===== config.mk =====
export PLATFORM = sky130hd
export DESIGN_NAME = octa16_mem_loader
export DESIGN_NICKNAME = d
export VERILOG_FILES = /design/src/rtl/octa16_mem_loader.sv
export SDC_FILE = /design/constraint.sdc
export NUM_CORES = 1
export LEC_CHECK = 0
export BUFFER_PORTS_ARGS = -buffer_cell sky130_fd_sc_hd__buf_2
export CORE_MARGIN = 2
export CORE_UTILIZATION = 54
export CTS_CLUSTER_DIAMETER = 100
export DETAILED_ROUTE_END_ITERATION = 10
export MAX_ROUTING_LAYER = met4
export PLACE_DENSITY = 0.76
export SKIP_CTS_REPAIR_TIMING = 1
export SLEW_MARGIN = 20
export SYNTH_ARGS = -nofsm -noshare
export SYNTH_HDL_FRONTEND = slang
export SYNTH_SLANG_ARGS = --single-unit

===== constraint.sdc =====
create_clock -name clk -period 2.5 [get_ports clk]
set_input_delay 0.375 -clock clk [delete_from_list [all_inputs] [get_ports clk]]
set_output_delay 0.375 -clock clk [all_outputs]
set_load 0.005 [all_outputs]

===== src/rtl/octa16_mem_loader.sv =====
`default_nettype none
// ============================================================================
//  Module   : octa16_mem_loader
//  Purpose  : Host-side loader for the Octa16 external data-memory port.
//             Packs a little-endian byte stream into 16-bit words, writes
//             them at incrementing addresses from 0, then optionally reads
//             every location back and checks the low byte.
//  Ports    : clk, reset (async, active-low)
//             start/word_count   - load request, count sampled on start
//             byte_in/byte_valid/byte_ready - byte stream handshake
//             Ext_MemWrite/Ext_WriteData/Ext_DataAdr - write port
//             DataAddr/dIn       - readback port
//             busy/done/error/err_addr - status
//  Revision : 1.0 - initial release
// ============================================================================
module octa16_mem_loader #(
   parameter int ADDR_W    = 4,
   parameter int DEPTH     = 16,
   parameter int READ_LAT  = 1,
   parameter int VERIFY_EN = 1
) (
   input  logic              clk,
   input  logic              reset,
   input  logic              start,
   input  logic [ADDR_W:0]   word_count,
   input  logic [7:0]        byte_in,
   input  logic              byte_valid,
   output logic              byte_ready,
   output logic              Ext_MemWrite,
   output logic [15:0]       Ext_WriteData,
   output logic [ADDR_W-1:0] Ext_DataAdr,
   output logic [ADDR_W-1:0] DataAddr,
   input  logic [7:0]        dIn,
   output logic              busy,
   output logic              done,
   output logic              error,
   output logic [ADDR_W-1:0] err_addr
);

   typedef enum logic [2:0] {
      S_IDLE   = 3'd0,
      S_GET_LO = 3'd1,
      S_GET_HI = 3'd2,
      S_WRITE  = 3'd3,
      S_VSET   = 3'd4,
      S_VWAIT  = 3'd5,
      S_VCMP   = 3'd6,
      S_DONE   = 3'd7
   } state_t;

   localparam logic [ADDR_W:0] DEPTH_C   = (ADDR_W+1)'(DEPTH);
   // Last value of lat_cnt in VWAIT; only meaningful when READ_LAT >= 2.
   localparam logic [1:0]      WAIT_LAST = 2'(READ_LAT - 2);

   state_t            state, state_nx;
   logic [ADDR_W:0]   count;
   logic [ADDR_W-1:0] addr;
   logic [ADDR_W-1:0] vaddr;
   logic [1:0]        lat_cnt;
   logic [7:0]        word_lo;
   logic [7:0]        shadow [DEPTH];

   logic              count_ok;
   logic [ADDR_W:0]   count_m1;
   logic              last_addr;
   logic              last_vaddr;
   logic              mismatch;

   assign count_ok   = (word_count != '0) && (word_count <= DEPTH_C);
   assign count_m1   = count - {{ADDR_W{1'b0}}, 1'b1};
   // Termination is by comparison with count-1, so a full-depth load stops
   // at DEPTH-1 and the address counter never wraps into a second pass.
   assign last_addr  = ({1'b0, addr}  == count_m1);
   assign last_vaddr = ({1'b0, vaddr} == count_m1);
   assign mismatch   = (dIn != shadow[vaddr]);

   // The readback address is the verify pointer itself.
   assign DataAddr   = vaddr;

   always_ff @(posedge clk or negedge reset) begin
      if (!reset) state <= S_IDLE;
      else        state <= state_nx;
   end

   always_comb begin
      state_nx     = state;
      byte_ready   = 1'b0;
      Ext_MemWrite = 1'b0;
      done         = 1'b0;
      case (state)
         S_IDLE: begin
            if (start && count_ok) state_nx = S_GET_LO;
         end
         S_GET_LO: begin
            byte_ready = 1'b1;
            if (byte_valid) state_nx = S_GET_HI;
         end
         S_GET_HI: begin
            byte_ready = 1'b1;
            if (byte_valid) state_nx = S_WRITE;
         end
         S_WRITE: begin
            Ext_MemWrite = 1'b1;
            if (last_addr) state_nx = (VERIFY_EN != 0) ? S_VSET : S_DONE;
            else           state_nx = S_GET_LO;
         end
         S_VSET: begin
            // dIn is valid READ_LAT cycles after DataAddr changes; with a
            // single-cycle latency the wait state is skipped entirely.
            state_nx = (READ_LAT > 1) ? S_VWAIT : S_VCMP;
         end
         S_VWAIT: begin
            if (lat_cnt == WAIT_LAST) state_nx = S_VCMP;
         end
         S_VCMP: begin
            if (mismatch || last_vaddr) state_nx = S_DONE;
            else                        state_nx = S_VSET;
         end
         S_DONE: begin
            done     = ~error;
            state_nx = S_IDLE;
         end
         default: state_nx = S_IDLE;
      endcase
   end

   always_ff @(posedge clk or negedge reset) begin
      if (!reset) begin
         count         <= '0;
         addr          <= '0;
         vaddr         <= '0;
         lat_cnt       <= '0;
         word_lo       <= '0;
         Ext_WriteData <= '0;
         Ext_DataAdr   <= '0;
         busy          <= 1'b0;
         error         <= 1'b0;
         err_addr      <= '0;
      end else begin
         case (state)
            S_IDLE: begin
               // A rejected start still produces a one-cycle busy pulse.
               busy <= start;
               if (start) begin
                  err_addr <= '0;
                  if (count_ok) begin
                     count <= word_count;
                     addr  <= '0;
                     vaddr <= '0;
                     error <= 1'b0;
                  end else begin
                     error <= 1'b1;
                  end
               end
            end
            S_GET_LO: begin
               if (byte_valid) word_lo <= byte_in;
            end
            S_GET_HI: begin
               // Write bus is loaded here so it is stable for the whole
               // WRITE cycle and holds afterwards.
               if (byte_valid) begin
                  Ext_WriteData <= {byte_in, word_lo};
                  Ext_DataAdr   <= addr;
               end
            end
            S_WRITE: begin
               if (!last_addr) addr <= addr + ADDR_W'(1);
            end
            S_VSET: begin
               lat_cnt <= '0;
            end
            S_VWAIT: begin
               lat_cnt <= lat_cnt + 2'd1;
            end
            S_VCMP: begin
               if (mismatch) begin
                  error    <= 1'b1;
                  err_addr <= vaddr;
               end else if (!last_vaddr) begin
                  vaddr <= vaddr + ADDR_W'(1);
               end
            end
            S_DONE: begin
               busy <= 1'b0;
            end
            default: ;
         endcase
      end
   end

   // Shadow of the low bytes for readback comparison; contents after reset
   // are irrelevant because every entry is rewritten before it is checked.
   always_ff @(posedge clk) begin
      if (state == S_GET_LO && byte_valid) shadow[addr] <= byte_in;
   end

endmodule
`default_nettype wire


Yosys cells after proc, flatten, opt, wreduce, memory -nomap -nowiden
Memory sizes are Yosys's and may differ from the RTL's.
Index checks and enable logic that the tools add are counted.
{"block": "classes", "reduce_logical": 18, "shifts": 0, "n_addsub": 4, "n_eq_ne": 21, "order_cmp": 1, "n_mux": 28, "n_div": 0, "n_bitwise": 1, "multipliers": 0}
{"op": "$mux W4", "n": 7}
{"op": "$pmux W3 S8", "n": 1}
{"op": "$pmux W4 S2", "n": 3}
{"op": "$ne A2 B2 Y1 const B", "n": 10}
{"op": "$mux W3", "n": 5}
{"op": "$eq A3 B3 Y1 const B", "n": 4}
{"op": "$eq A4 B5 Y1", "n": 2}
{"op": "$add A4 B1 Y4 const B", "n": 2}
{"op": "$mux W1", "n": 8}
{"op": "$ne A8 B8 Y1", "n": 1}
{"op": "$reduce_and A4 Y1", "n": 2}
{"op": "$reduce_bool A2 Y1", "n": 4}
{"op": "$eq A3 B2 Y1 const B", "n": 2}
{"op": "$reduce_and A3 Y1", "n": 2}
{"op": "$le A5 B5 Y1 const B", "n": 1}
{"op": "$reduce_and A5 Y1", "n": 1}
{"op": "$reduce_bool A5 Y1", "n": 1}
{"op": "$sub A5 B1 Y5 const B", "n": 1}
{"op": "$pmux W1 S2", "n": 2}
{"op": "$pmux W2 S2", "n": 1}
{"op": "$reduce_and A2 Y1", "n": 2}
{"op": "$eq A3 B1 Y1 const B", "n": 1}
{"op": "$logic_and A1 B1 Y1", "n": 3}
{"op": "$logic_not A3 Y1", "n": 1}
{"op": "6 further kinds", "n": 6}
{"block": "totals", "ramBits": 128, "reg_bits": 52, "in_bits": 25, "wordCells": 85, "rom_bits": 0, "mem_count": 1, "latch_bits": 0, "out_inout_bits": 33}
{"memory": "shadow", "words": 16, "word_bits": 8, "read_ports": 1, "rd_ports_with_merged_regs": 0, "wr": 1, "line": "61", "source": "logic [7:0] shadow [DEPTH];"}

Logic depth before layout (Yosys ltp)
Gate-level depths: netlist (run 1).
{"block": "logic_depth", "depth_word": 5, "depth_mapped": 10, "mapped_depth_nobuf": 9}

Worst setup path after synthesis (run 1)
No wires, ideal clock.
{"block": "synth_path", "path_type": "register to register", "from": "reg state[2]", "to": "mem shadow[0][0], enable pin", "n_path_buf": 2, "setup_slack_ns": 0.063, "stages_incl_launch_ff": 7, "arrival_ns": 2.053, "period_less_slack_ns": 2.437, "required_ns": 2.117, "setup_ns": 0.383, "cell_sequence": "dfrtp_1 -> clkbuf_1 -> and3b_1 -> nor2b_1 -> clkbuf_1 -> nand2_1 -> nor3_1"}
{"block": "synth_via", "elab_chain_cells": 4}
{"item": "from (decl)", "line": "55", "source": "state_t state, state_nx;"}
{"item": "from (signal assigned)", "line": "82", "source": "else state <= state_nx;"}
{"item": "$eq A3 B1 Y1", "line": "195", "source": "if (state == S_GET_LO && byte_valid) shadow[addr] <= byte_in;"}
{"item": "$logic_and A1 B1 Y1", "line": "195"}
{"item": "$mux W1", "line": "195"}
{"item": "$mux W1 (implied by the code)", "line": "195"}
{"item": "to (decl)", "line": "61"}
Every way passes these cells.

Worst setup path in the final report (run 1)
{"block": "layout_path", "from": "reg vaddr[0], in the netlist DataAddr[0]", "to": "reg vaddr[3], in the netlist DataAddr[3]"}
{"block": "layout_via", "elab_chain_cells": 4, "elab_cells_between_ends": 10, "cone_classes": "add/sub: 1; eq/ne: 4; mux: 3; reduce/logical: 1; memory: 1"}
{"item": "from (decl)", "line": "58", "source": "logic [ADDR_W-1:0] vaddr;"}
{"item": "from (signal assigned)", "line": "181", "source": "vaddr <= vaddr + ADDR_W'(1);"}
{"item": "$mem_v2 Z16 W8 / $add A4 B1 Y4 (equally long branches)"}
{"item": "$ne A8 B8 Y1 / $mux W4 (equally long branches)", "line": "75, 180"}
{"item": "$ne A2 B2 Y1 (no source line) / $mux W4 (equally long branches)"}
{"item": "$reduce_and A5 Y1 (no source line) / $pmux W4 S2 (equally long branches)"}
Parallel ways exist; a longest one is shown, timed or not. The select of a mux whose other input is x is not followed.
A chain may end at the register's enable or synchronous reset.

==> results of run 1 <==
-- cells in the mapped netlist (all sizes together), types with 3 or more instances --
| master | number |
|---|---|
| xnor2 | 21 |
| nand3 | 11 |
| nand2 | 38 |
| a22oi | 11 |
| mux2i | 37 |
| a221oi | 3 |
| nor3 | 7 |
| xor2 | 4 |
| inv | 14 |
| nor2b | 5 |
| edfxtp | 128 |
| mux2 | 29 |
| and3 | 6 |
| dfrtp | 52 |
| nand2b | 9 |
| a41oi | 3 |
| nor2 | 27 |
| buf | 11 |
| nor4 | 5 |
| o31ai | 4 |
| ha | 7 |
| o21ai | 9 |
| mux4 | 18 |
| nand4 | 4 |
| clkbuf | 12 |
| a21oi | 12 |
-- area by class of cell --
| cell class | count | share of cell area [%] |
|---|---|---|
| Clock buffer | 23 | 5.284 |
| Sequential cell | 180 | 55.59 |
| Inverter | 15 | 0.6082 |
| Tap cell | 180 | 2.433 |
| Multi-Input combinational cell | 296 | 26.85 |
| Clock inverter | 9 | 1.541 |
| Timing Repair Buffer | 104 | 7.690 |
-- through the flow --
step	hold slack [ns]	std cells	setup TNS, ns	setup WS (ns)	total power, mW
6_report	0.04803	807	-0.8523	-0.1213	9.367
5_1_grt	0.1106	807	-2.091	-0.2414	9.829
4_1_cts	0.07262	795	-0.4231	-0.07789	9.236
3_5_place_dp	0.4835	763	-0.1990	-0.04031	6.443
3_3_place_gp	0.4672	763	0	0.02304	6.358
2_1_floorplan	0.07941	514	0	0.06337	5.700
-- routing by layer --
metal	share of wire, %	vias up	global-route usage [%]
li1	-	2140	-
met1	43	2340	29.46
met2	50	164	35.03
met3	5.5	30	3.984
met4	2.1	0	8.778
met5	0	-	-
-- cells by family after synthesis --
kind of cell               after synthesis  share of synthesized area (%)
AOI/OAI and AO/OA                       55                          5.174
muxes                                   84                          14.20
buffers and inverters                   38                          2.288
adders and majority gates                7                          1.128
xor gates and xnor gates                26                          3.110
and+or+nand+nor                        124                          7.832
DFF                                    180                          66.27
-- power by group through the flow --
| stage | combinational, mW | sequential (mW) | clock [mW] |
|---|---|---|---|
| 2_1_floorplan | 1.77 | 3.93 | 0 |
| 3_3_place_gp | 2.33 | 4.03 | 0 |
| 3_5_place_dp | 2.39 | 4.06 | 0 |
| 4_1_cts | 2.41 | 4.00 | 2.83 |
| 5_1_grt | 2.82 | 4.06 | 2.96 |
| 6_report | 2.57 | 3.99 | 2.80 |
-- final timing paths --
kind / to / cells after the start
setup / recovery: DataAddr[3] / 10
hold / removal: Ext_WriteData[8] / 1
setup reg to reg: DataAddr[3] / 10
hold reg to reg: lat_cnt[1] / 2
max in group asynchronous: Ext_WriteData[10] / 2
min in group clk: count[3] / 3
-- sequential cells by signal (all words and copies together) (netlist names) --
signal / count
Ext_WriteData: 16
err_addr: 4
state: 3
word_lo: 8
count: 5
error: 1
lat_cnt: 2
addr: 4
DataAddr: 4
busy: 1
shadow: 128
Ext_DataAdr: 4
-- worst max-delay path, stage by stage, from the launching register on --
cell and delay [ns]:
dfrtp_2 0.43, buf_12 0.14, buf_4 0.11, mux4_2 0.48, mux2i_1 0.14, mux2i_1 0.10
xnor2_1 0.29, buf_4 0.16, nand4_1 0.12, nor4_1 0.36, mux2i_1 0.23
==> flow_metrics.tcl, run 1 <==
set metrics [dict create \
    yosys_most_used_dff "edfxtp_1" \
    power_density_nw_per_um2 1012 \
    worstSetupStartpoint "DataAddr[0]" \
    yosysSeqAreaShare_pct 66.27 \
    wl_mm 15.65 \
    start_util_pct 55.50 \
    worstSetupEndpointType "register" \
    core.rowCount 43 \
    status "complete, but fails checks" \
    grt_max_degree 38 \
    timing.final.crit_share_pct 104.9 \
    yosysTopAreaCell "edfxtp_1" \
    die_h_um 123.9 \
    final_common_cell "edfxtp_1" \
    hold_viol 0 \
    pwr-share-seq_pct 42.6 \
    final_cell_mix "edfxtp_1 (128), buf_2 (57), dfrtp_1 (51)" \
    dpl.hpwl_mm 10.59 \
    min_period_ns 2.621 \
    seqCellArea_sq_um 5146 \
    yosys.cell_types.count 52 \
    violations "setup timing" \
    fin_util_pct 66.18 \
    root_buffer "clkbuf_16" \
    relSlewSlack_pct 43.88 \
    placed_area_sq_um 8484 \
    p_sw_mw 2.626 \
    setup_violations 10 \
    synth_edf_count 128 \
    mappedNetlistNets 546 \
    core_region_area_sq_um 13990 \
    cts_tree "done" \
    dieArea_sq_um 15350 \
    wire_per_inst_um 19.39 \
    vias 4674 \
    report.final.slew_viol_count 0 \
    diodes 0 \
    pwr-share-clk_pct 29.9 \
    grt-ovfl-total 0 \
    grt_antenna_before_repair 0 \
    die_width_um 123.9 \
    avgViaCountPerCell 5.792 \
    start_kind "register" \
    clk_latency_ns 0.43 \
    synthTopCellsByArea "edfxtp_1 (50%), dfrtp_1 (17%), mux4_2 (5.2%)" \
    max_freq_mhz 381.5 \
    grt_pass1_vias 4461 \
    clock_path_buffers 2 \
    clk_pin_slew_ns 0.06 \
    power_frac_comb_pct 27.5 \
    synth_top_area_share_pct 49.51 \
    hold_path.class "input port to asynchronous set/reset pin" \
    setup_ws_ns -0.1213 \
    cap_viol_max_count 0 \
    track_usage_pct 22.32 \
    cts_sinks 180 \
    ys_seq_elements 180 \
    dr.pass1.iters 6 \
    grt_pass1_wl_mm 24.07 \
    design_area_sq_um 9258 \
    numCtsBuffers 17 \
    worst-path-max-fanout 6 \
    drtAntennaViolNets 0 \
    syn_area_sq_um 7764 \
    drive_gt1_share_pct 30.46 \
    reg2reg_slack_ns -0.12 \
    drt_iter0_markers 453 \
    worstSetupPathType "register to register" \
    areaGrowthSynthToFinish_pct 19.24 \
    nets 646 \
    rsz0062_at_grt "yes" \
    htree_levels 4 \
    p_leak_nw 3.559 \
    avgSynthCellArea_sq_um 15.10 \
    fill_cells 958 \
    irDropWorstVdd_mv 0.5808 \
    internal_power_mw 6.741 \
    drc 0 \
    arrival_ns 2.97 \
    gp_congestion 0.8752 \
    finalClockSkew_ns 0.005901 \
    timing.rr.start "DataAddr[0]" \
    worst_pin_slew_ns 0.8418 \
    ys_warn_count 0 \
    netlist_instances 514 \
    ios 58 \
    portBuffers 57 \
    multi_input_comb_area_sq_um 2486 \
    required_ns 2.85 \
    async_flop_share_pct 28.89 \
    switching_share_pct 28.04 \
]
Power figures use the tool's default switching activity.
==> inputs of run 2 (changes only) <==
--- a/config.mk
+++ b/config.mk
@@ -7,11 +7,12 @@
 export LEC_CHECK = 0
 export BUFFER_PORTS_ARGS = -buffer_cell sky130_fd_sc_hd__buf_2
 export CORE_MARGIN = 2
-export CORE_UTILIZATION = 54
+export CORE_UTILIZATION = 56
+export CTS_BUF_LIST = sky130_fd_sc_hd__clkbuf_8
 export CTS_CLUSTER_DIAMETER = 100
 export DETAILED_ROUTE_END_ITERATION = 10
 export MAX_ROUTING_LAYER = met4
-export PLACE_DENSITY = 0.76
+export PLACE_DENSITY = 0.78
 export SKIP_CTS_REPAIR_TIMING = 1
 export SLEW_MARGIN = 20
 export SYNTH_ARGS = -nofsm -noshare
==> run 2 against run 1 <==
The run still ends with setup timing left. Cell count shrank 0.87%. Flip-flop and latch count is the same. First-iteration DRC count grew 9.5%. Hold slack gained 0.069 ns. Combinational power shrank 2%. Maximum frequency grew 2.7%. Routed wire length grew 4.0%. Critical path type unchanged. Critical endpoint unchanged. Largest power group unchanged.
==> flow_metrics.tcl, run 2 (synthesis gave the netlist of run 1 again) <==
set metrics [dict create \
    cts_tree "done" \
    largest_register_ffs 128 \
    final_cell_mix "edfxtp_1 (128), buf_2 (57), dfrtp_1 (51)" \
    timing.final.crit_share_pct 102.1 \
    max_freq_mhz 391.9 \
    portBuffers 57 \
    areaGrowthSynthToFinish_pct 15.17 \
    core.rowCount 43 \
    setup_violations 4 \
    setup_ws_ns -0.05189 \
    violations "setup timing" \
    stdcell_count 800 \
    clock_path_buffers 2 \
    report.final.slew_viol_count 0 \
    grt-ovfl-total 0 \
    dr.pass1.iters 5 \
    p_leak_nw 3.399 \
    dpl.hpwl_mm 11.36 \
    fin_tns_setup_ns -0.1040 \
    core_region_area_sq_um 13720 \
    reg.largest.list "shadow x128, Ext_WriteData x16, word_lo x8" \
    status "complete, but fails checks" \
    wl_mm 16.27 \
    drc 0 \
    grt_pass1_vias 4650 \
    cap_viol_max_count 0 \
    clk_latency_ns 0.46 \
    relSlewSlack_pct 61.48 \
    final_common_cell "edfxtp_1" \
    worst_pin_slew_ns 0.5734 \
    wire_per_inst_um 20.34 \
    track_usage_pct 24.48 \
    diodes 0 \
    die_h_um 121.7 \
    vias 4670 \
    finalClockSkew_ns 0.01027 \
    hold_path.class "input port to register" \
    place_inst 764 \
    power_density_nw_per_um2 948.3 \
    start_kind "register" \
    min_period_ns 2.552 \
    arrival_ns 2.94 \
    numCtsBuffers 17 \
    dieArea_sq_um 14820 \
    worstSetupEndpointType "register" \
    ios 58 \
    irDropWorstVdd_mv 0.6301 \
    worstSetupPathType "register to register" \
    die_width_um 121.7 \
    hold_viol 0 \
    grt_antenna_before_repair 0 \
    root_buffer "clkbuf_8" \
    grt_max_degree 31 \
    drt_iter0_markers 496 \
    worst-path-max-fanout 12 \
    htree_levels 4 \
    gp_congestion 0.8934 \
    regMostFlops "shadow" \
    fill_cells 991 \
    grt_pass1_wl_mm 25.79 \
    required_ns 2.89 \
    drtAntennaViolNets 0 \
    avgViaCountPerCell 5.838 \
    clk_pin_slew_ns 0.09 \
    nets 639 \
    cts_sinks 180 \
    rsz0062_at_grt "yes" \
    drive_gt1_share_pct 29.52 \
    start_util_pct 56.59 \
]
[run 2: cell count changes in the layout (fill, tap and decap cells not counted), sizes merged]
cell / previous run / this run
clkinv: 3 / 6
clkinvlp: 0 / 2
clkbuf: 23 / 21
inv: 18 / 17
buf: 104 / 95
bufinv: 3 / 2
dlygate4sd3: 0 / 1
[run 2: final cells by class]
class	count	area, sq um	share of cell area, %
Clock buffer	20	275.3	3.079
Inverter	15	56.30	0.6297
Sequential cell	180	5146	57.56
Clock inverter	12	128.9	1.441
Timing Repair Buffer	97	634.4	7.095
Tap cell	180	225.2	2.519
Multi-Input combinational cell	296	2475	27.68
[run 2: power breakdown]
part	switching (mW)	internal, mW	total [mW]
Combinational	1.22	1.29	2.52
Clock	1.01	0.968	1.98
Sequential	0.331	3.65	3.98
[run 2: path summary, 6_finish.rpt]
check | start | to | slack, ns | depth (start not counted)
hold reg to reg | lat_cnt[1] | lat_cnt[1] | 0.50 | 2
setup / recovery | DataAddr[0] | DataAddr[3] | -0.05 | 8
setup reg to reg | DataAddr[0] | DataAddr[3] | -0.05 | 8
hold / removal | word_count[2] | count[2] | 0.12 | 3
min in group asynchronous | reset | busy | 0.42 | 2
max in group asynchronous | reset | Ext_WriteData[4] | 1.31 | 3
[run 2: per-stage QoR]
step	instance area [sq um]	utilization, %	total power, mW	setup slack (ns)	hold WS (ns)
3_5_place_dp	8454	61.62	6.474	-0.04985	0.3800
2_1_floorplan	7764	-	5.700	0.06337	0.07941
5_1_grt	8941	65.17	8.929	-0.1540	0.1234
6_report	8941	65.17	8.479	-0.05189	0.1166
3_3_place_gp	8454	61.62	6.356	0.01631	0.3713
4_1_cts	8859	64.57	8.431	-0.1076	-0.1197
[run 2: per-layer routing]
layer | wire (um) | GRT usage, % | vias up
met5 | 0 | - | -
met4 | 275 | 8.333 | 0
met3 | 984 | 4.916 | 25
met2 | 8073 | 37.64 | 183
met1 | 6937 | 33.16 | 2338
li1 | - | - | 2124
[run 2: critical path, cell delays in order (launching register included)]
cell       delay, ns
dfrtp_2         0.47
buf_4           0.16
clkbuf_16       0.17
mux2i_1         0.16
a221oi_1        0.36
xnor2_1         0.17
a41oi_2         0.26
nor4_1          0.50
mux2i_1         0.22
==> inputs of run 3 (changes only) <==
--- a/config.mk
+++ b/config.mk
@@ -7,12 +7,11 @@
 export LEC_CHECK = 0
 export BUFFER_PORTS_ARGS = -buffer_cell sky130_fd_sc_hd__buf_2
 export CORE_MARGIN = 2
-export CORE_UTILIZATION = 56
+export CORE_UTILIZATION = 35
 export CTS_BUF_LIST = sky130_fd_sc_hd__clkbuf_8
 export CTS_CLUSTER_DIAMETER = 100
 export DETAILED_ROUTE_END_ITERATION = 10
-export MAX_ROUTING_LAYER = met4
-export PLACE_DENSITY = 0.78
+export PLACE_DENSITY = 0.53
 export SKIP_CTS_REPAIR_TIMING = 1
 export SLEW_MARGIN = 20
 export SYNTH_ARGS = -nofsm -noshare
==> run 3 against run 2 <==
The flow still finishes with violations (setup timing). Core utilization is 23 points lower. Non-clock buffer count is 16 higher. Die area is 58% higher. Clock power is 7% lower. Total power hardly changed. Setup slack worse by 0.015 ns. Sequential share of layout area is 2.0 points lower. Sequential power hardly changed. Flip-flop and latch count stayed put. Critical endpoint unchanged.
==> flow_metrics.tcl, run 3 (synthesis gave the netlist of run 1 again) <==
set metrics [dict create \
    worst-path-max-fanout 6 \
    cap_viol_max_count 0 \
    clock_path_buffers 2 \
    drive_gt1_share_pct 33.33 \
    gp_congestion 0.8409 \
    die_h_um 152.9 \
    clk_latency_ns 0.46 \
    finalClockSkew_ns 0.01467 \
    worstSetupStartpoint "DataAddr[0]" \
    wl_mm 17.59 \
    worstSetupEndpointType "register" \
    start_util_pct 35.58 \
    required_ns 2.88 \
    relSlewSlack_pct 53.54 \
    p_leak_nw 3.495 \
    dieArea_sq_um 23390 \
    dr.pass1.iters 4 \
    report.final.slew_viol_count 0 \
    grt_antenna_before_repair 0 \
    crit_path_max_incr_delay_ns 0.54 \
    worstRegToRegCells 10 \
    regMostFlops "shadow" \
    largest_register_ffs 128 \
    drt_iter0_markers 386 \
    irDropWorstVdd_mv 0.5017 \
    worstSetupPathType "register to register" \
    hold_viol 0 \
    cts_tree "done" \
    worstSetupEndpoint "DataAddr[3]" \
    cp_slowest_cell "mux4_2" \
    rsz0062_at_grt "yes" \
    nets 655 \
    grt_max_degree 29 \
    status "complete, but fails checks" \
    worst_pin_slew_ns 0.6968 \
    crit_buf_inv 3 \
    root_buffer "clkbuf_8" \
    min_period_ns 2.567 \
    dpl.hpwl_mm 12.36 \
    core_region_area_sq_um 21820 \
    start_kind "register" \
    setup_ws_ns -0.06718 \
    arrival_ns 2.94 \
    final_common_cell "edfxtp_1" \
    ios 58 \
    clk_pin_slew_ns 0.09 \
    reg.largest.list "shadow x128, Ext_WriteData x16, word_lo x8" \
    grt_pass1_wl_mm 27.58 \
    track_usage_pct 15.42 \
    wire_per_inst_um 19.21 \
    power_density_nw_per_um2 915.1 \
    fill_cells 1949 \
    path_delay_family "simple AND/OR/NAND/NOR gates" \
    min_from "word_count[3]" \
    numCtsBuffers 17 \
    areaGrowthSynthToFinish_pct 19.40 \
    reg2reg_slack_ns -0.07 \
    die_width_um 152.9 \
    vias 4623 \
    cp_cell_sequence "buf_6 -> buf_12 -> mux4_2 -> nor4_4 -> nor4_1 -> nand3_1 -> nand4_1 -> buf_4 -> nor4_2 -> mux2i_1" \
    avgViaCountPerCell 5.047 \
    setup_violations 8 \
    htree_levels 4 \
    max_freq_mhz 389.5 \
    cts_sinks 180 \
    critical_path_cell_count 10 \
    grt-ovfl-total 0 \
    diodes 0 \
    fin_tns_setup_ns -0.1779 \
    final_cell_mix "edfxtp_1 (128), buf_2 (57), dfrtp_1 (49)" \
    drtAntennaViolNets 0 \
    timing.final.crit_share_pct 102.7 \
    violations "setup timing" \
    fin_util_pct 42.48 \
    grt_pass1_vias 4831 \
    core.rowCount 54 \
    timing.rr.start "DataAddr[0]" \
    drc 0 \
    worst_r2r_endpoint "DataAddr[3]" \
    portBuffers 57 \
    hold_path.class "input port to register" \
]
[run 3: cell count changes in the layout (fill, tap and decap cells not counted), moves of 3 or more]
cell	previous run	this run
buf_4	35	47
a22oi_1	11	8
a22oi_2	0	3
clkinv_2	3	0
inv_8	0	3
[run 3: routing by layer]
metal  global-route usage (%)  share of wire [%]  up-vias
met5                        0                  0        -
met4                    5.467                1.7        0
li1                         -                  -     2154
met3                    3.005                4.6       20
met1                    20.73                 44     2347
met2                    25.11                 49      102
[run 3: area by class of cell]
class	instances	area (sq um)	area share [%]
clock buffer	18	247.7	2.672
clock inverter	14	121.4	1.309
inverter	15	60.06	0.6479
multi-input combinational	296	2560	27.62
sequential	180	5149	55.54
tap	280	350.3	3.779
timing repair buffer	113	782.0	8.436
[run 3: worst min path at each step]
stage	end	cells after the start	slack (ns)
floorplan	DataAddr[0]	0	0.08
global placement	lat_cnt[0]	1	0.44
detailed placement	lat_cnt[1]	1	0.45
CTS	state[2]	1	-0.07
global route	count[3]	3	0.12
finish	count[3]	3	0.13
[run 3: stage by stage]
step	power (mW)	setup WS (ns)	hold slack (ns)	cells	cell area, sq um
finish	8.483	-0.06718	0.1264	916	9270
global route	9.030	-0.2242	0.1207	916	9270
CTS	8.311	-0.1006	-0.07089	904	8996
detailed placement	6.459	-0.08121	0.4533	872	8627
global placement	6.373	-0.02310	0.4400	872	8627
floorplan	5.700	0.06337	0.07941	514	7764
[run 3: power by group]
part / switching (mW) / internal [mW]
combinational: 1.28 / 1.41
clock: 1.09 / 0.746
sequential: 0.313 / 3.65
[run 3: worst min-delay path: cells and delay by family]
family	cells	cell delay (ns)
buf+inv	1	0.09
simple gates	2	0.08
